[src/rtl/exec_call_nn_sequencer.sv]
// rtl/exec_call_nn_sequencer.sv - CALL nn bus sequencer: fetch nn, push return address, load PC/SP
//
// Purpose:
//   On a start pulse in IDLE, reads the two operand bytes of CALL nn at the
//   PC, and then tests the call condition. If the condition holds, it pushes
//   the return address high byte first and then finishes with a PC/SP load.
//   A not-taken call skips the pushes and loads the PC with the return address.
//
// Ports:
//   CLK, notRESET         clock, asynchronous active-low reset
//   start                 one-cycle launch, honoured only in IDLE
//   cond_ok               call condition, sampled on the RD_HI acknowledge
//   pc_in, sp_in          PC/SP captured on an accepted start
//   mem_ack, data_in      bus completion and read data
//   rd_req, wr_req        bus requests, held until mem_ack
//   addr, data_out        bus address and write data
//   pc_load, pc_new       PC update strobe and value
//   sp_load, sp_new       SP update strobe and value
//   busy, done            not-IDLE flag, one-cycle completion pulse
module exec_call_nn_sequencer (
   input  logic        CLK,
   input  logic        notRESET,
   input  logic        start,
   input  logic        cond_ok,
   input  logic [15:0] pc_in,
   input  logic [15:0] sp_in,
   input  logic        mem_ack,
   input  logic [7:0]  data_in,
   output logic        rd_req,
   output logic        wr_req,
   output logic [15:0] addr,
   output logic [7:0]  data_out,
   output logic        pc_load,
   output logic [15:0] pc_new,
   output logic        sp_load,
   output logic [15:0] sp_new,
   output logic        busy,
   output logic        done
);

   typedef enum logic [2:0] {
      S_IDLE   = 3'd0,
      S_RD_LO  = 3'd1,
      S_RD_HI  = 3'd2,
      S_WR_H   = 3'd3,
      S_WR_L   = 3'd4,
      S_FINISH = 3'd5
   } state_t;

   state_t      state_q, state_d;
   logic [15:0] pc_q, pc_d;
   logic [15:0] sp_q, sp_d;
   logic [7:0]  nn_lo_q, nn_lo_d;
   logic [7:0]  nn_hi_q, nn_hi_d;
   logic        taken_q, taken_d;

   // Pre-decrement push address; 16-bit wrap is the natural result.
   logic [15:0] sp_dec;
   assign sp_dec = sp_q - 16'd1;

   // State register
   always_ff @(posedge CLK or negedge notRESET) begin
      if (!notRESET) begin
         state_q <= S_IDLE;
         pc_q    <= 16'h0000;
         sp_q    <= 16'h0000;
         nn_lo_q <= 8'h00;
         nn_hi_q <= 8'h00;
         taken_q <= 1'b0;
      end else begin
         state_q <= state_d;
         pc_q    <= pc_d;
         sp_q    <= sp_d;
         nn_lo_q <= nn_lo_d;
         nn_hi_q <= nn_hi_d;
         taken_q <= taken_d;
      end
   end

   // Next-state and datapath updates
   always_comb begin
      state_d = state_q;
      pc_d    = pc_q;
      sp_d    = sp_q;
      nn_lo_d = nn_lo_q;
      nn_hi_d = nn_hi_q;
      taken_d = taken_q;
      case (state_q)
         S_IDLE: begin
            if (start) begin
               pc_d    = pc_in;
               sp_d    = sp_in;
               taken_d = 1'b0;
               state_d = S_RD_LO;
            end
         end
         S_RD_LO: begin
            if (mem_ack) begin
               nn_lo_d = data_in;
               pc_d    = pc_q + 16'd1;
               state_d = S_RD_HI;
            end
         end
         S_RD_HI: begin
            // After this increment pc_q holds the return address.
            if (mem_ack) begin
               nn_hi_d = data_in;
               pc_d    = pc_q + 16'd1;
               if (cond_ok) begin
                  state_d = S_WR_H;
               end else begin
                  taken_d = 1'b0;
                  state_d = S_FINISH;
               end
            end
         end
         S_WR_H: begin
            if (mem_ack) begin
               sp_d    = sp_dec;
               state_d = S_WR_L;
            end
         end
         S_WR_L: begin
            if (mem_ack) begin
               sp_d    = sp_dec;
               taken_d = 1'b1;
               state_d = S_FINISH;
            end
         end
         S_FINISH: state_d = S_IDLE;
         default:  state_d = S_IDLE;
      endcase
   end

   // Outputs, decoded from registered state only
   always_comb begin
      rd_req   = 1'b0;
      wr_req   = 1'b0;
      addr     = 16'h0000;
      data_out = 8'h00;
      pc_load  = 1'b0;
      pc_new   = 16'h0000;
      sp_load  = 1'b0;
      sp_new   = 16'h0000;
      busy     = (state_q != S_IDLE);
      done     = 1'b0;
      case (state_q)
         S_RD_LO, S_RD_HI: begin
            rd_req = 1'b1;
            addr   = pc_q;
         end
         S_WR_H: begin
            wr_req   = 1'b1;
            addr     = sp_dec;
            data_out = pc_q[15:8];
         end
         S_WR_L: begin
            wr_req   = 1'b1;
            addr     = sp_dec;
            data_out = pc_q[7:0];
         end
         S_FINISH: begin
            done    = 1'b1;
            pc_load = 1'b1;
            if (taken_q) begin
               pc_new  = {nn_hi_q, nn_lo_q};
               sp_load = 1'b1;
               sp_new  = sp_q;
            end else begin
               pc_new  = pc_q;
            end
         end
         default: ;
      endcase
   end

endmodule

[config.mk]
export PLATFORM = sky130hd
export DESIGN_NAME = exec_call_nn_sequencer
export DESIGN_NICKNAME = d
export VERILOG_FILES = /design/src/rtl/exec_call_nn_sequencer.sv
export SDC_FILE = /design/constraint.sdc
export NUM_CORES = 1
export LEC_CHECK = 0
export ABC_AREA = 1
export BUFFER_PORTS_ARGS = -buffer_cell sky130_fd_sc_hd__buf_4
export CORE_MARGIN = 2
export CORE_UTILIZATION = 40
export CTS_BUF_LIST = sky130_fd_sc_hd__clkbuf_2 sky130_fd_sc_hd__clkbuf_4 sky130_fd_sc_hd__clkbuf_8
export DETAILED_ROUTE_END_ITERATION = 8
export GPL_TIMING_DRIVEN = 0
export HOLD_SLACK_MARGIN = 0.06
export SYNTH_ARGS = -nofsm -noshare
export SYNTH_HDL_FRONTEND = slang
export SYNTH_SLANG_ARGS = --single-unit
[constraint.sdc]
create_clock -name CLK -period 1.7 [get_ports CLK]
set_input_delay 0.17 -clock CLK [delete_from_list [all_inputs] [get_ports CLK]]
set_output_delay 0.17 -clock CLK [all_outputs]
set_load 0.005 [all_outputs]
==> run metrics <==
mux share of post-synthesis cell area 4.79%; vias between 4000 and 5000; Via density around 5.4; 1st-iter DRT viols between 200 and 300; gate count of the mapped netlist 582; initial antenna violation count 0; setup repair after global routing missed its margin true; violated checks negative setup slack; Clock Pin Slew Worst Setup and Hold Paths around 100 ps; clk_skew about 6.3 ps; WHS 98.5 ps; fmax 521 MHz; Synth Area in Adders less than 1%; area of the multi-input gates ~0.0027 mm²; Final WS setup -220 ps; Die Area a little over 0.01 mm²; routed len/inst 17.6 µm; kind of critical path register to output port; global route overflow 0; first-pass GRT wire length 21.3 mm; PD cells 2180 mW/mm²; post-route antenna net violation count 0; reg2reg path depth 12; Post-Synth Simple-Gate Area 37.1%; syn avg cell area 6.46 µm²; worst IR drop on VDD ~1200 µV; # nets final 807; area of the core about 0.0092 mm²; Hold Path Sink nn_lo_q[0]; max_cap viols 0; data arrival time of the worst path 1750 ps; number of global-route vias before repair 4275; layout cell share with drive strength beyond 1 approximately 45%; XOR/XNOR Fraction of Synth Area less than 1%; Die Wd slightly above 100 µm; GP Congestion between 0.9 and 1; max-slew violations 0; Top FF cell, synth dfrtp_1; Crit path required time between 1500 and 2000 ps; Unique masters post-synth 32; Min-Delay Path Depth 2; Seq/Total Area, Yosys 34.6%; Ports roughly 110; post-synth net total 629; Root Driver clkbuf_8; worst relative slew slack a little over half; Setup TNS -11090 ps; Power Total 0.0139 W; CTS tree done; Min Clock Period, post-route roughly 1900 ps; largest net degree at the start of global routing 53; YS warnings 0; num rows 35; Sequential Area roughly 0.0013 mm²; H-tree levels 2; critical path fanouts, max 5; area delta synth->final 69.1%; Final Setup Violations 98; TritonCTS Buffers 5; Initial Utilization 40.9%; Async SR Flop Fraction 100%; DRC 0; main combinational cell family by area after synthesis simple AND/OR/NAND/NOR gates; worst min path class input pin to register; buffer depth of the longest clock path 2; Compound-Gate Fraction of Synth Area between 10% and 20%; R2R Path End pc_q[4]; antenna diode count 0; CP Capture Type output port; Port Buffers between 100 and 150; later-pin clock latency in the skew report ~310 ps; Setup crit start kind register; Total Routed Length 15.3 mm; Worst R2R Setup Slack -130 ps; CTS Sinks 52; min-delay src data_in[0]; critical register-to-register path startpoint state_q[0]; synthesized cell area around 0.0038 mm²; Leak ~3.1 nW; Die Y just over 100 µm; Pre-antenna DRT Iters 5; Hold Violations, Final 0; outcome finished with violations; Worst-Margin Slew approximately 700 ps; gr usage total a little over a quarter; fin crit share 113%; Yosys reg bits between 50 and 60; EDFF count, synth 0; Detail Placement HPWL 9.73 mm; Filler cells 743
[synth_stat cells (2+ instances only)]
master,number,area share (%)
dfrtp_1,52,35
o21ai_1,4,0.53
o211ai_1,3,0.60
o22ai_1,9,1.5
nor2_4,2,0.60
a21boi_1,6,1.2
buf_4,4,0.80
mux2_2,16,4.8
nand2_1,162,16
inv_2,4,0.40
a21oi_1,24,3.2
clkbuf_1,7,0.70
or2_2,3,0.50
inv_1,68,6.8
nand4_1,5,0.83
xor2_1,2,0.47
nor2_1,101,10
nand3_1,49,6.5
nor2_2,2,0.33
buf_2,9,1.2
nand2_2,4,0.67
ha_1,2,0.67
o21ai_0,35,4.7
[layout make-up]
class / instances / share of cell area [%]
multi-input cells: 436 / 42.9
repair buffers: 173 / 24.1
flip-flops and latches: 52 / 20.5
inverters: 73 / 4.56
plain buffers: 19 / 3.97
well taps: 111 / 2.18
clock buffers: 6 / 1.20
clock inverters: 2 / 0.551
[critical path: stages (launching register included)]
cell and delay (ps):
dfrtp_2 480, buf_12 150, nor2_4 130, nand2_4 90, nand2_8 100, buf_6 150
nand3_4 110, o21ai_4 100, buf_6 120
[stage by stage]
stage / util [%] / instance area [µm²] / cells / setup WS (ps)
after floorplan: - / 3760 / 582 / 186
after global placement: 51.1 / 4700 / 799 / -275
after detailed placement: 51.1 / 4700 / 799 / -295
after CTS: 61.5 / 5660 / 843 / -190
after global routing: 69.2 / 6360 / 872 / -307
final: 69.2 / 6360 / 872 / -220
[placed cells by master (no fill, tap or decap), types with 4 or more instances in the layout]
cell type	count
a21boi_1	6
a21oi_1	6
a21oi_2	14
a21oi_4	4
buf_12	5
buf_4	136
buf_6	32
buf_8	8
clkbuf_16	5
clkbuf_8	5
dfrtp_1	49
inv_1	60
inv_2	8
mux2_2	16
nand2_1	147
nand2_2	10
nand2_4	8
nand3_1	33
nand3_2	6
nand3_4	12
nand4_1	5
nor2_1	75
nor2_2	14
nor2_4	16
o21ai_0	9
o21ai_1	15
o21ai_2	14
o22ai_2	5
[flip-flops by register name, summed over array words and instances, names as in the netlist]
register	cells
state_q	3
taken_q	1
nn_lo_q	8
nn_hi_q	8
sp_q	16
pc_q	16
[cells by family after synthesis]
| kind of cell | count (synthesis) |
|---|---|
| mux | 16 |
| flops | 52 |
| fa+ha+maj | 2 |
| simple gates | 333 |
| buf+inv | 94 |
| compound gates | 82 |
| xor+xnor | 3 |
[worst max-delay path by stage]
stage                  to  slack (ps)  startpoint
2_1_floorplan  sp_new[10]         190  state_q[0]
3_3_place_gp   sp_new[11]        -280     taken_q
3_5_place_dp   sp_new[11]        -290     taken_q
4_1_cts           addr[7]        -190  state_q[0]
5_1_grt          addr[12]        -310     sp_q[4]
6_report          addr[5]        -220  state_q[0]
[metal layers]
layer / vias to the layer above / part of all wire, % / track usage [%] / wire length (µm)
met5: - / 0 / 0 / 0
met1: 2210 / 40 / 35.0 / 6140
met4: 0 / 3.5 / 8.32 / 534
li1: 2213 / - / - / -
met3: 53 / 6.6 / 2.64 / 1020
met2: 223 / 50 / 46.8 / 7620
[timing repair]
action / 4_1_cts / 5_1_grt
resized for setup: 156 / 119
gates cloned: 1 / 6
hold buffers: 2 / 0
pin swaps: 11 / 14
endpoints found under the setup margin: 92 / 90
buffers inserted: 34 / 24
hold endpoints to repair: 53 / 0
[power by group]
group          internal, W  switching (W)
clock             0.000455       0.000452
combinational      0.00471        0.00558
sequential         0.00190       0.000768
total              0.00706        0.00680
No activity file was read; power rests on OpenSTA's default activity.
